<file path="config.mk">
export PLATFORM = sky130hd
export DESIGN_NAME = seq_hit_logger_flat
export DESIGN_NICKNAME = d
export VERILOG_FILES = /design/src/rtl/seq_hit_logger_pkg.sv /design/src/rtl/seq_hit_logger_if.sv /design/src/rtl/seq_hit_logger_fifo.sv /design/src/rtl/seq_hit_logger.sv /design/src/flat_wrapper.sv
export SDC_FILE = /design/constraint.sdc
export NUM_CORES = 1
export LEC_CHECK = 0
export ABC_AREA = 1
export CORE_ASPECT_RATIO = 0.8
export CORE_UTILIZATION = 45
export CTS_CLUSTER_DIAMETER = 30
export DETAILED_ROUTE_END_ITERATION = 10
export PLACE_DENSITY = 0.73
export SLEW_MARGIN = 15
export SYNTH_ARGS = -nofsm -noshare
export SYNTH_HDL_FRONTEND = slang
export SYNTH_HIERARCHICAL = 1
export SYNTH_SLANG_ARGS = --single-unit
</file>
<file path="constraint.sdc">
create_clock -name clk -period 3.13 [get_ports clk]
set_input_delay 0.4695 -clock clk [delete_from_list [all_inputs] [get_ports clk]]
set_output_delay 0.4695 -clock clk [all_outputs]
set_load 0.01 [all_outputs]
</file>
<file path="src/rtl/seq_hit_logger_pkg.sv">
// Shared defaults and helpers for the hit logger: default widths/depth and a saturating increment.
package seq_hit_pkg;

  localparam int TS_W_DEF  = 16;
  localparam int CNT_W_DEF = 16;
  localparam int DEPTH_DEF = 4;

  // Increments val, holding at the all-ones value of a width-bit counter.
  function automatic logic [63:0] sat_inc(input logic [63:0] val, input int unsigned width);
    logic [63:0] max_val;
    max_val = (width >= 64) ? '1 : ((64'd1 << width) - 64'd1);
    return (val >= max_val) ? max_val : val + 64'd1;
  endfunction

endpackage

</file>
<file path="src/rtl/seq_hit_logger_if.sv">
// Timestamp drain stream: head entry plus valid/ready; the logger is master, the consumer is slave.
interface seq_hit_logger_if
  import seq_hit_pkg::*;
#(
  parameter int TS_W = TS_W_DEF
);
  logic [TS_W-1:0] ts_rdata;
  logic            ts_valid;
  logic            ts_ready;

  modport master (output ts_rdata, output ts_valid, input ts_ready);
  modport slave  (input ts_rdata, input ts_valid, output ts_ready);
endinterface

</file>
<file path="src/rtl/seq_hit_logger_fifo.sv">
// Synchronous FIFO with registered head output; one-cycle push-to-visible latency.
// Push into a full FIFO is refused unless a pop happens on the same edge; clr empties it.
module seq_hit_fifo
  import seq_hit_pkg::*;
#(
  parameter int W     = TS_W_DEF,
  parameter int DEPTH = DEPTH_DEF
) (
  input  logic         clk,
  input  logic         rst,
  input  logic         clr,
  input  logic         push,
  input  logic [W-1:0] din,
  input  logic         pop,
  output logic [W-1:0] dout,
  output logic         empty,
  output logic         full
);

  localparam int AW = $clog2(DEPTH);

  if (DEPTH < 2 || (DEPTH & (DEPTH - 1)) != 0) begin : g_depth_chk
    $error("seq_hit_fifo: DEPTH must be a power of two and at least 2");
  end

  logic [AW:0]  wr_ptr_q, wr_ptr_d;
  logic [AW:0]  rd_ptr_q, rd_ptr_d;
  logic [W-1:0] dout_q, dout_d;
  logic [W-1:0] mem_q [DEPTH];
  logic         push_ok;
  logic         pop_ok;

  assign empty   = (wr_ptr_q == rd_ptr_q);
  assign full    = (wr_ptr_q[AW] != rd_ptr_q[AW]) && (wr_ptr_q[AW-1:0] == rd_ptr_q[AW-1:0]);
  assign pop_ok  = pop && !empty;
  assign push_ok = push && (!full || pop_ok);
  assign dout    = dout_q;

  always_comb begin
    wr_ptr_d = wr_ptr_q;
    rd_ptr_d = rd_ptr_q;
    dout_d   = dout_q;
    if (clr) begin
      wr_ptr_d = '0;
      rd_ptr_d = '0;
    end else begin
      if (push_ok) wr_ptr_d = wr_ptr_q + 1'b1;
      if (pop_ok)  rd_ptr_d = rd_ptr_q + 1'b1;
      // Preload the next head; if that slot is being written this edge, forward the incoming data.
      if (rd_ptr_d != wr_ptr_d) begin
        if (push_ok && (wr_ptr_q[AW-1:0] == rd_ptr_d[AW-1:0])) dout_d = din;
        else                                                  dout_d = mem_q[rd_ptr_d[AW-1:0]];
      end
    end
  end

  always_ff @(posedge clk or posedge rst) begin
    if (rst) begin
      wr_ptr_q <= '0;
      rd_ptr_q <= '0;
      dout_q   <= '0;
    end else begin
      wr_ptr_q <= wr_ptr_d;
      rd_ptr_q <= rd_ptr_d;
      dout_q   <= dout_d;
    end
  end

  always_ff @(posedge clk) begin
    if (push_ok && !clr) mem_q[wr_ptr_q[AW-1:0]] <= din;
  end

endmodule

</file>
<file path="src/rtl/seq_hit_logger.sv">
// Counts and timestamps detector hits into a FIFO drained over valid/ready; a hit seen at edge N is visible after edge N.
// A hit into a full FIFO with no pop is dropped and sets sticky overflow; SEQ_HIT_LOGGER_DROP_CNT_EN adds a drop counter.
module seq_hit_logger
  import seq_hit_pkg::*;
#(
  parameter int TS_W  = TS_W_DEF,
  parameter int CNT_W = CNT_W_DEF,
  parameter int DEPTH = DEPTH_DEF
) (
  input  logic                clk,
  input  logic                rst,
  input  logic                clr,
  input  logic                hit,
  seq_hit_logger_if.master    ts_if,
  output logic [CNT_W-1:0]    hit_cnt,
`ifdef SEQ_HIT_LOGGER_DROP_CNT_EN
  output logic [7:0]          drop_cnt,
`endif
  output logic                fifo_full,
  output logic                overflow
);

  logic [TS_W-1:0]  ts_q, ts_d;
  logic [CNT_W-1:0] hit_cnt_q, hit_cnt_d;
  logic             overflow_q, overflow_d;
  logic             fifo_empty;
  logic             pop;
  logic             drop;

  assign pop  = ts_if.ts_valid && ts_if.ts_ready;
  assign drop = hit && fifo_full && !pop && !clr;

  seq_hit_fifo #(
    .W     (TS_W),
    .DEPTH (DEPTH)
  ) u_fifo (
    .clk   (clk),
    .rst   (rst),
    .clr   (clr),
    .push  (hit),
    .din   (ts_q),
    .pop   (pop),
    .dout  (ts_if.ts_rdata),
    .empty (fifo_empty),
    .full  (fifo_full)
  );

  assign ts_if.ts_valid = !fifo_empty;
  assign hit_cnt        = hit_cnt_q;
  assign overflow       = overflow_q;

  always_comb begin
    ts_d       = ts_q + 1'b1;
    hit_cnt_d  = hit_cnt_q;
    overflow_d = overflow_q | drop;
    if (hit) hit_cnt_d = CNT_W'(sat_inc(64'(hit_cnt_q), CNT_W));
    if (clr) begin
      ts_d       = '0;
      hit_cnt_d  = '0;
      overflow_d = 1'b0;
    end
  end

  always_ff @(posedge clk or posedge rst) begin
    if (rst) begin
      ts_q       <= '0;
      hit_cnt_q  <= '0;
      overflow_q <= 1'b0;
    end else begin
      ts_q       <= ts_d;
      hit_cnt_q  <= hit_cnt_d;
      overflow_q <= overflow_d;
    end
  end

`ifdef SEQ_HIT_LOGGER_DROP_CNT_EN
  logic [7:0] drop_cnt_q, drop_cnt_d;

  assign drop_cnt = drop_cnt_q;

  always_comb begin
    drop_cnt_d = drop_cnt_q;
    if (clr)       drop_cnt_d = '0;
    else if (drop) drop_cnt_d = 8'(sat_inc(64'(drop_cnt_q), 8));
  end

  always_ff @(posedge clk or posedge rst) begin
    if (rst) drop_cnt_q <= '0;
    else     drop_cnt_q <= drop_cnt_d;
  end
`endif

endmodule

</file>
<file path="src/flat_wrapper.sv">
// flat-port wrapper written by rule: the top's interface ports become plain ports
module seq_hit_logger_flat import seq_hit_pkg::*;
#(
  parameter int TS_W  = TS_W_DEF,
  parameter int CNT_W = CNT_W_DEF,
  parameter int DEPTH = DEPTH_DEF
)
  (clk, rst, clr, hit, hit_cnt, fifo_full, overflow, ts_if_ts_rdata, ts_if_ts_valid, ts_if_ts_ready);
  seq_hit_logger_if #(.TS_W(TS_W)) ts_if_i ();
  input  logic clk;
  input  logic rst;
  input  logic clr;
  input  logic hit;
  output logic [CNT_W-1:0] hit_cnt;
  output logic fifo_full;
  output logic overflow;
  output wire logic [$bits(ts_if_i.ts_rdata)-1:0] ts_if_ts_rdata;
  output wire logic [$bits(ts_if_i.ts_valid)-1:0] ts_if_ts_valid;
  input wire logic [$bits(ts_if_i.ts_ready)-1:0] ts_if_ts_ready;
  assign ts_if_ts_rdata = ts_if_i.ts_rdata;
  assign ts_if_ts_valid = ts_if_i.ts_valid;
  assign ts_if_i.ts_ready = ts_if_ts_ready;
  seq_hit_logger #(.TS_W(TS_W), .CNT_W(CNT_W), .DEPTH(DEPTH)) u_core (.clk(clk), .rst(rst), .clr(clr), .hit(hit), .ts_if(ts_if_i), .hit_cnt(hit_cnt), .fifo_full(fifo_full), .overflow(overflow));
endmodule
</file>
---- After elaboration in Yosys (flattened, before gate mapping) ----
Memory sizes are Yosys's and may differ from the RTL's. A register that Yosys moved wholly into a read port is not among the register bits.
Index checks and enable logic that the tools add are counted.
word-level totals
  input bits .............................. 5
  output and inout bits ................... 35
  register bits after elaboration ......... 39
  bits in writable memories ............... 64
  memories kept ........................... 1
cells by class
  bitwise logic cells ..................... 2
  mux-type cells .......................... 13
  reductions and logical operators ........ 15
  eq/ne operators ......................... 4
  $lt $le $gt $ge ......................... 1
  $add $sub $neg .......................... 4
memory list
  name                 depth  bits a word  rd ports  clocked after memory_dff  write ports  RTL line                   source
  u_core.u_fifo.mem_q  4      16           1         1                         1            seq_hit_logger_fifo.sv:29  logic [W-1:0] mem_q [DEPTH];
operators by type and width
  cell                                                        count
  two-way mux 16 bit                                          4
  adder 16 x 1 -> 16 bit (second input constant)              2
  two-way mux 3 bit                                           6
  greater-or-equal comparator 16 bit (second input constant)  1
  logical AND 1 bit                                           8
  adder 3 x 1 -> 3 bit (second input constant)                2
  zero test 1 bit                                             4
  == test 3 bit                                               1
  two-way mux 1 bit                                           3
  != test 3 bit                                               1
  == test 2 bit                                               1
  AND reduction 2 bit                                         1
  nonzero test 2 bit                                          1
  logical OR 1 bit                                            1
  != test 1 bit                                               1
  NOT 1 bit                                                   1
  OR 1 bit                                                    1

---- Depth between registers and ports, before layout ----
Gate-level depths: netlist (run 1).
  word-level depth ........................ 10
  mapped depth ............................ 19
  depth with buffers taken out ............ 17

---- Cells and area by module ----
Netlist (run 1), hierarchy kept.
by module, submodules not included
  module          cells an instance  times used  area an instance (um^2)
  seq_hit_fifo    394                1           3996.3
  seq_hit_logger  272                1           1960.6

---- Worst setup path before layout (run 1) ----
Ideal clock, no wire load.
  kind .................................... register to register
  start point ............................. reg u_core.u_fifo.wr_ptr_q[1]
  end point ............................... mem u_core/u_fifo/mem_q[0][0] in the netlist's numbering, enable pin
  slack ................................... 0.481 ns
  arrival time ............................ 2.261 ns
  setup time .............................. 0.389 ns
  cell stages (with the launch flop) ...... 12
  data required time ...................... 2.741 ns
  path buffers ............................ 1
  path through ............................ dfrtp_1 -> inv_2 -> nand2_1 -> nand2_1 -> nand3_4 -> inv_1 -> nor2_1 -> buf_2 -> inv_1 -> nand4_2 -> nand3_1 -> nor2_1
on the way
  word-level cells in the longest chain between the ends .. 9
ends and longest elaborated chain
  what                                     RTL line                   source
  start: declaration                       seq_hit_logger_fifo.sv:26  logic [AW:0] wr_ptr_q, wr_ptr_d;
  start signal: assignment                 seq_hit_logger_fifo.sv:63  wr_ptr_q <= wr_ptr_d;
  == test 3 bit                            seq_hit_logger_fifo.sv:33  assign empty = (wr_ptr_q == rd_ptr_q);
  named net u_core.fifo_empty              seq_hit_logger.sv:26       logic fifo_empty;
  zero test 1 bit                          seq_hit_logger.sv:48       assign ts_if.ts_valid = !fifo_empty;
  logical AND 1 bit                        seq_hit_logger.sv:30       assign pop = ts_if.ts_valid && ts_if.ts_ready;
  named net u_core.pop                     seq_hit_logger.sv:27       logic pop;
  logical AND 1 bit                        seq_hit_logger_fifo.sv:35  assign pop_ok = pop && !empty;
  logical OR 1 bit                         seq_hit_logger_fifo.sv:36  assign push_ok = push && (!full || pop_ok);
  logical AND 1 bit                        seq_hit_logger_fifo.sv:36
  logical AND 1 bit                        seq_hit_logger_fifo.sv:70  if (push_ok && !clr) mem_q[wr_ptr_q[AW-1:0]] <= din;
  two-way mux 1 bit                        seq_hit_logger_fifo.sv:70
  two-way mux 1 bit (implied by the code)  seq_hit_logger_fifo.sv:70
  end: declaration                         seq_hit_logger_fifo.sv:29
The timed path passes the listed nets, and every way through them passes these cells.

---- Worst setup path after layout (run 1) ----
  start point ............................. reg u_core.u_fifo.wr_ptr_q[1]
  end point ............................... reg u_core.u_fifo.dout_q[11], in the netlist u_core/u_fifo/dout[11], read port of u_core.u_fifo.mem_q
on the way
  word-level cells in the longest chain between the ends .. 10
ends and longest elaborated chain
  what                                  RTL line                   source
  == test 3 bit (*)                     seq_hit_logger_fifo.sv:33
  named net u_core.fifo_empty           seq_hit_logger.sv:26
  zero test 1 bit (*)                   seq_hit_logger.sv:48
  logical AND 1 bit (*)                 seq_hit_logger.sv:30
  named net u_core.pop                  seq_hit_logger.sv:27
  logical AND 1 bit (*)                 seq_hit_logger_fifo.sv:35
  logical OR 1 bit                      seq_hit_logger_fifo.sv:36
  logical AND 1 bit                     seq_hit_logger_fifo.sv:36
  two-way mux 3 bit                     seq_hit_logger_fifo.sv:47  if (push_ok) wr_ptr_d = wr_ptr_q + 1'b1;
  two-way mux 3 bit                     seq_hit_logger_fifo.sv:43  if (clr) begin
  != test 3 bit                         seq_hit_logger_fifo.sv:50  if (rd_ptr_d != wr_ptr_d) begin
  AND reduction 2 bit (no source line)  n/a
  end: declaration                      seq_hit_logger_fifo.sv:28  logic [W-1:0] dout_q, dout_d;
The timed path passes the listed nets; every way through them passes the cells marked *. The select of a mux whose other input is x is not followed.
A chain may end at the register's enable or synchronous reset.

==> flow_results.org, run 1 <==
** Status
- Outcome :: finished, final reports clean

** STA
- Setup repair after global routing left no endpoint under its margin.
- Final setup skew :: 9.82 ps
- Setup total negative slack :: 0 ps
- Final critical path time including I/O delays and setup :: 2790 ps
- Fraction of the cycle the final worst path needs :: 89.1%
- Pin slew with the least headroom to its limit :: 935 ps
- Max-slew violation count :: 0
- Derived from the worst setup path, the maximum achievable clock frequency is 359 MHz.
- In this run the tightest slew margin relative to its limit is 37.6%.
- Total count of hold-check failures in the final report :: 0
- Endpoints failing setup :: 0
- Setup ws final :: 342 ps

** Setup path
- In this run the critical register-to-register path is launched from u_core/u_fifo/wr_ptr_q[1]$_DFF_PP0_.
- Capture point of the worst path :: u_core/u_fifo/dout[11]$_DFFE_PP0P_
- Kind of critical path :: flop to flop
- Critical path launch point :: u_core/u_fifo/wr_ptr_q[1]$_DFF_PP0_
- Cell repeated most along the worst path :: sky130_fd_sc_hd__nand2_1
- Worst R2R Setup Slack :: 340 ps
- Counting cells, the worst reg-to-reg path comes to 17.
- CP max-delay cell :: sky130_fd_sc_hd__dfrtp_1
- Critical path's largest stage delay :: 460 ps
- In this run the critical register-to-register path is captured at u_core/u_fifo/dout[11]$_DFFE_PP0P_.
- For the worst setup path, the data required time is 3470 ps.
- CP max FO :: 18
- Worst setup EP type :: flop
- STA classifies the critical path startpoint as a flop.
- At the worst endpoint, the arrival time is 3130 ps.
- Walking the worst path, the cells encountered are inv_2 -> nand2_1 -> nand2_1 -> nand3_4 -> inv_1 -> nor2_1 -> buf_4 -> nand2_4 -> nand2_2 -> nand2_4 -> inv_4 -> nand2_1 -> nand2_2 -> nand3_4 -> nand2_4 -> nand2_1 -> nand2_1.

** Job
- Max-cap viol count :: 0

** Pwr
- The worst-case IR drop observed on VDD is 0.417 mV.
- Ratio of total power to cell area :: 729 nW/um2
- For this design the static power due to leakage is 3.16 nW.

** Global route
- Overflow left after global routing :: 0
- The number of antenna violations at the first check in global routing came to 0.
- In the global route stage, overall resource usage came out at 22.8%.
- First-pass GRT wire length :: 23800 um
- Entering global routing, the biggest net connects 34 pins.
- Number of global-route vias before repair :: 4684

** Routing
- In the routed layout, each cell is associated on average with a via count of 5.51.
- The detailed router finished its first iteration with 627 violations.
- Detailed-router iteration count before antenna repair :: 5
- Detailed routing inserted a total of 4961 vias.
- Wire length per cell :: 15.9 um
- In this run the remaining antenna-violating nets after routing total 0.
- After detailed routing, the total wire length is 14300 um.
- DRC errors left :: 0

** Placed design
- Placed Area :: 6540 um2
- Final weighted congestion of routability-driven global placement :: 0.903
- Pre-CTS setup slack :: 380 ps
- Hpwl dp :: 9540 um
- Count of port buffers added during placement :: 39

** Synthesis
- Among all cell types in the netlist, the one instantiated most often is sky130_fd_sc_hd__nand3_1.
- Of all flip-flops after synthesis, the portion carrying an async set or reset was 46.2%.
- Sorting the synthesized cells by how often they occur yields sky130_fd_sc_hd__nand3_1 (178), sky130_fd_sc_hd__nand2_1 (165), sky130_fd_sc_hd__edfxtp_1 (64), sky130_fd_sc_hd__dfrtp_1 (55), sky130_fd_sc_hd__inv_1 (48).
- Post-Syn Area :: 5960 um2
- Commonest register cell after synthesis :: sky130_fd_sc_hd__edfxtp_1
- In this run, distinct cell masters in the synthesized netlist total 36.
- When the netlist entered floorplanning its net count stood at 678.
- The largest total area in the synthesized netlist belongs to sky130_fd_sc_hd__edfxtp_1.
- Count of synthesis-stage warnings from yosys :: 6
- Cells after Synth :: 666
- Fraction of post-synthesis cell area in the top cell type by area :: 32.3%
- Averaged over all synthesized cells, the footprint is 8.94 um2.
- Post-synth EDFFs :: 64
- Number of flip-flops and latches in the synthesized netlist :: 119
- For this run, the register share of the synthesized area comes to 55.4%.
- Sorting the synthesized cells by area gives the leading types as sky130_fd_sc_hd__edfxtp_1 (32%), sky130_fd_sc_hd__dfrtp_1 (23%), sky130_fd_sc_hd__nand3_1 (15%), sky130_fd_sc_hd__nand2_1 (10%), sky130_fd_sc_hd__inv_1 (3.0%).

** Final layout
- Cell area after layout :: 7050 um2
- Share of post-route cells with drive strength above 1 :: 10.1%
- Ant. Diodes :: 0
- Total Nets Final :: 725
- Fillcell total :: 1152
- Measured on the finished design, the core utilization comes to 54.8%.
- Area growth from synthesis to final layout :: 18.3%

** CTS
- Post-CTS timing repair inserted 0 buffers for setup.
- Maximum level of the CTS H-tree :: 4
- Total clock buffers created by CTS :: 17
- Resized cells post-CTS :: 0
- Clock edge transition at the registers on the reported setup and hold paths :: 50 ps
- The clock net in this run drives a total of 119 sinks.
- Clock latency reported for the late side of the worst-skew pair :: 410 ps
- Root cell of the clock tree :: sky130_fd_sc_hd__clkbuf_16
- Cts hold-fix bufs :: 0
- TritonCTS clock tree :: yes
- Largest buffer count on any clock path :: 2

** Floorplanning
- Die height :: 105 um
- The die covers 13700 um2.
- The floorplan has 37 rows.
- Core Box Area :: 12900 um2
- Width of the die :: 131 um
- Top-level port count :: 40
- The initial utilization of the core area, before any placement, comes to 46.3%.

** Min path
- The min-delay analysis places its worst path in the category flop to flop.
flip-flops by register name (all words and copies together) (netlist names):
name,flops
u_core/u_fifo/dout,16
u_core/u_fifo/mem_q,64
u_core/u_fifo/wr_ptr_q,3
u_core/u_fifo/rd_ptr_q,3
u_core/overflow,1
u_core/hit_cnt,16
u_core/ts_q,16
layer usage:
metal	up-vias	track usage, %	routed length, um
met1	2375	32.8	6370
met3	16	6.25	1300
li1	2342	-	-
met5	-	0	0
met2	228	33.1	6500
met4	0	7.55	156
power by group:
group	switching (mW)	internal [mW]
Clock	0.625	1.04
Combinational	0.978	0.578
Sequential	0.109	1.81
stage by stage:
step,hold slack (ps),power (mW),std cells
floorplan,459,2.95,666
global placement,463,3.45,869
detailed placement,472,3.47,869
CTS,486,5.15,901
global route,505,5.43,901
finish,479,5.14,901
worst max-delay path, delay by kind of cell (launching register included):
family,cells,cell delay (ps)
buffers and inverters,4,600
DFF,1,460
and+or+nand+nor,13,1660
worst min path at each step:
stage,startpoint,endpoint,slack [ps],depth (start not counted)
2_1_floorplan,rst,u_core/u_fifo/dout[0]$_DFFE_PP0P_,460,1
3_3_place_gp,u_core/u_fifo/dout[10]$_DFFE_PP0P_,u_core/u_fifo/dout[10]$_DFFE_PP0P_,460,2
3_5_place_dp,u_core/u_fifo/dout[10]$_DFFE_PP0P_,u_core/u_fifo/dout[10]$_DFFE_PP0P_,470,2
4_1_cts,rst,u_core/hit_cnt[2]$_DFFE_PP0P_,490,3
5_1_grt,u_core/u_fifo/dout[9]$_DFFE_PP0P_,u_core/u_fifo/dout[9]$_DFFE_PP0P_,510,2
6_report,u_core/u_fifo/dout[10]$_DFFE_PP0P_,u_core/u_fifo/dout[10]$_DFFE_PP0P_,480,2
placed cells by master (no fill, tap or decap), drive strengths merged:
cell           Yosys  layout
nand3            183     183
nand2            176     176
edfxtp            64      64
dfrtp             55      55
inv               55      55
nor2              53      53
clkdlybuf4s50      0      39
clkbuf             8      26
o21ai             19      19
buf               17      14
clkinv             2       8
ha                 7       7
nand4              7       7
a21oi              6       6
xor2               4       4
a31oi              2       2
o21bai             2       2
xnor2              2       2
nor3               1       1
o31ai              1       1
o21a               1       1
nand3b             1       1
kinds of logic after synthesis:
logic type | Yosys count | share of synthesized area, %
and+or+nand+nor | 421 | 33.6
AOI/OAI and AO/OA | 31 | 2.88
buffers and inverters | 82 | 5.82
adders and majority gates | 7 | 1.47
DFF | 119 | 55.4
xor gates and xnor gates | 6 | 0.882
cell type report:
class | instances | area, um2 | area share, %
sequential | 119 | 3300 | 46.8
multi-input combinational | 465 | 2310 | 32.8
timing repair buffer | 53 | 495 | 7.03
clock buffer | 26 | 479 | 6.80
tap | 175 | 219 | 3.11
inverter | 57 | 216 | 3.07
clock inverter | 6 | 28.8 | 0.408
No activity file was read; power rests on OpenSTA's default activity.
==> run 2: changes to the inputs <==
Settings changed: CORE_ASPECT_RATIO 0.8 to unset, PLACE_DENSITY 0.73 to 0.75.
==> flow_results.org, run 2 (synthesis gave the netlist of run 1 again) <==
** Setup path
- The stage delay of the slowest cell on the critical path came to 450 ps (about the same).
- The critical path goes through inv_2 -> nand2_1 -> nand2_1 -> nand3_4 -> inv_1 -> nor2_1 -> buf_4 -> inv_1 -> nand4_2 -> nand2_1 -> nand2_1 -> nand2_1 -> nand2_1 -> nand2_1 -> nand3_4 -> nand2_4 -> nand2_1 -> nand2_1.
- Source of the worst register-to-register timing path :: u_core/u_fifo/wr_ptr_q[1]$_DFF_PP0_
- Cells on worst reg2reg path :: 18 (+1)
- Among cell families on the critical path, the largest total delay comes from simple AND/OR/NAND/NOR gates.
- Critical path launch point :: u_core/u_fifo/wr_ptr_q[1]$_DFF_PP0_
- STA classifies the critical path startpoint as a flop.
- Cell repeated most along the worst path :: sky130_fd_sc_hd__nand2_1
- Buffers & Inverters on Critical Path :: 4 (unchanged)
- Worst setup EP type :: flop
- CP max FO :: 17 (-1)
- The critical path required time is 3480 ps (about the same).
- The data arrival time of the worst path came to 3050 ps (-80 ps).
- CP max-delay cell :: sky130_fd_sc_hd__dfrtp_1
- The worst register-to-register path ends at u_core/u_fifo/dout[11]$_DFFE_PP0P_.
- Worst R2R Setup Slack :: 430 ps (+90 ps)
- Kind of critical path :: flop to flop

** CTS
- The clock insertion delay at the later pin of the skew report was 410 ps (about the same).
- Resized cells post-CTS :: 0 (unchanged)
- The setup fix buffers added after clock tree synthesis came to 0 (unchanged).
- The TritonCTS buffer count was 17 (unchanged).
- The root buffer cell chosen for the clock tree is sky130_fd_sc_hd__clkbuf_16.
- Clock sink total :: 119 (unchanged)
- The number of buffers inserted by hold repair at cts was 0 (unchanged).
- Clock edge transition at the registers on the reported setup and hold paths :: 50 ps (about the same)
- TritonCTS clock tree :: yes
- Maximum level of the CTS H-tree :: 4 (unchanged)
- Largest buffer count on any clock path :: 2 (unchanged)

** Pwr
- The ratio of total power to cell area came to 737 nW/um2 (+1.1%).
- The worst-case vdd ir drop was 0.409 mV (-2.0%).
- The total leakage power is 3.16 nW (+0.13%).
- The overall power came to 5.22 mW (+1.7%).

** Global route
- The number of global-route vias before repair was 4716 (+0.68%).
- The number of antenna violations at the first check in global routing was 0 (unchanged).
- The wire length of the first global-routing pass is 22800 um (-4.3%).
- Overflow left after global routing :: 0 (unchanged)
- The global routing usage summed across all routing layers was 22.1% (-0.70 points).
- Largest net degree at the start of global routing :: 34 (unchanged)

** Final layout
- Area growth from synthesis to final layout :: 19.0%
- Commonest non-fill, non-tap cell in the layout :: sky130_fd_sc_hd__nand3_1
- The number of antenna repair diodes is 0 (unchanged).
- The final-stage net count was 725 (unchanged).
- The library cells used most frequently in the layout, excluding fill and tap cells, are sky130_fd_sc_hd__nand3_1 (178), sky130_fd_sc_hd__nand2_1 (165), sky130_fd_sc_hd__edfxtp_1 (64).
- The share of layout cells above drive strength 1 is 10.6% (+0.55 points).
- The number of filler instances in the final layout was 1108 (-3.8%).
- Flip-flop count of the largest register after layout :: 64 (unchanged)

** Min path
- Cells on Worst Hold Path :: 2 (unchanged)
- End point of the most critical hold path :: u_core/u_fifo/dout[8]$_DFFE_PP0P_
- Startpoint of the lowest-slack hold path :: u_core/u_fifo/dout[8]$_DFFE_PP0P_
- The tightest min-delay check is of the flop to flop type.

** STA
- The count of final max-slew check failures was 0 (unchanged).
- Unrepaired setup endpoints after global routing :: false
- The worst clock skew on the final layout came to 7.45 ps (-2.37 ps).
- Pin slew with the least headroom to its limit :: 818 ps (-118 ps)
- The period utilization is 86.3% (-2.8 points).
- The post-route minimum period is 2700 ps (-86.4 ps).
- The highest attainable clock frequency was 370 MHz (+3.2%).
- The worst max-slew margin expressed relative to the limit came to 45.4% (+7.8 points).
- The final-layout setup total negative slack came to 0 ps (unchanged).
- The number of setup violations in the final report is 0 (unchanged).
- Total count of hold-check failures in the final report :: 0 (unchanged)

** Floorplanning
- Top-level port count :: 40 (unchanged)
- Core Box Area :: 12800 um2 (-0.75%)
- Die height :: 117 um (+12%)
- Width of the die :: 117 um (-10%)
- The number of placement rows is 41 (+11%).
- Die Footprint :: 13700 um2 (about the same)
- The initial core utilization is 46.6% (+0.35 points).

** Routing
- Number of design-rule violations left by the first detailed-router iteration :: 414 (-34%)
- DRC errors left :: 0 (unchanged)
- The count of nets left with antenna violations after detail routing was 0 (unchanged).
- Drt total wl :: 13600 um (-5.4%)
- Via count of the routed design :: 4866 (-1.9%)
- The wire length per cell after detailed routing was 15.1 um (-5.0%).
- Routed via count divided by cell count :: 5.42 (-1.6%)
- The iteration count of the initial detailed-routing pass came to 6 (+1).

** Placed design
- The count of input and output buffers was 39 (unchanged).
- The HPWL after detailed placement came to 9090 um (-4.7%).
- The routability congestion estimate came to 0.877 (-2.9%).

** Job
- The max-capacitance violation count is 0 (unchanged).

** Status
- Outcome :: finished, final reports clean
-- run 2: report_power, final --
part	switching [mW]	total, mW	internal [mW]
sequential	0.0983	1.90	1.81
combinational	0.946	1.52	0.579
clock	0.685	1.80	1.11
total	1.73	5.22	3.49
-- run 2: tightest hold or removal path: stages (launching register included) --
cell                      delay (ps)
sky130_fd_sc_hd__dfrtp_1         340
sky130_fd_sc_hd__nand2_1          50
sky130_fd_sc_hd__nand2_1          50
-- run 2: stage by stage --
step	instances	area [um2]	hold slack (ps)	util [%]	setup slack, ps
2_1_floorplan	666	5960	459	-	481
3_3_place_gp	866	6540	464	51.2	527
3_5_place_dp	866	6540	467	51.2	464
4_1_cts	898	7090	482	55.5	443
5_1_grt	898	7090	497	55.5	180
6_report	898	7090	475	55.5	429
-- run 2: worst max-delay path by stage --
stage / to / slack (ps) / depth (start not counted)
4_1_cts: u_core/u_fifo/dout[11]$_DFFE_PP0P_ / 440 / 16
6_report: u_core/u_fifo/dout[11]$_DFFE_PP0P_ / 430 / 18
5_1_grt: u_core/u_fifo/dout[2]$_DFFE_PP0P_ / 180 / 18
3_5_place_dp: u_core/u_fifo/dout[11]$_DFFE_PP0P_ / 460 / 16
3_3_place_gp: u_core/u_fifo/dout[2]$_DFFE_PP0P_ / 530 / 14
2_1_floorplan: u_core/u_fifo/mem_q[0][0]$_DFFE_PP_ / 480 / 11
-- run 2: cell type report --
| cell class | count | area, um2 | area share, % |
|---|---|---|---|
| well taps | 172 | 215 | 3.04 |
| clock inverters | 11 | 100 | 1.41 |
| repair buffers | 53 | 495 | 6.99 |
| flip-flops and latches | 119 | 3300 | 46.5 |
| multi-input cells | 465 | 2310 | 32.6 |
| clock buffers | 21 | 450 | 6.35 |
| inverters | 57 | 216 | 3.05 |
-- run 2: per-layer routing --
layer | routed length (um) | track usage [%] | vias to the layer above
met1 | 5850 | 29.1 | 2309
li1 | - | - | 2346
met4 | 141 | 8.02 | 0
met2 | 6570 | 35.7 | 196
met5 | 0 | 0 | -
met3 | 994 | 5.56 | 15
==> run 3: changes to the inputs <==
Settings changed: SKIP_LAST_GASP set to 1.
==> results of run 3 <==
Same layout as run 2: the final DEF is identical, and so are final timing and power.
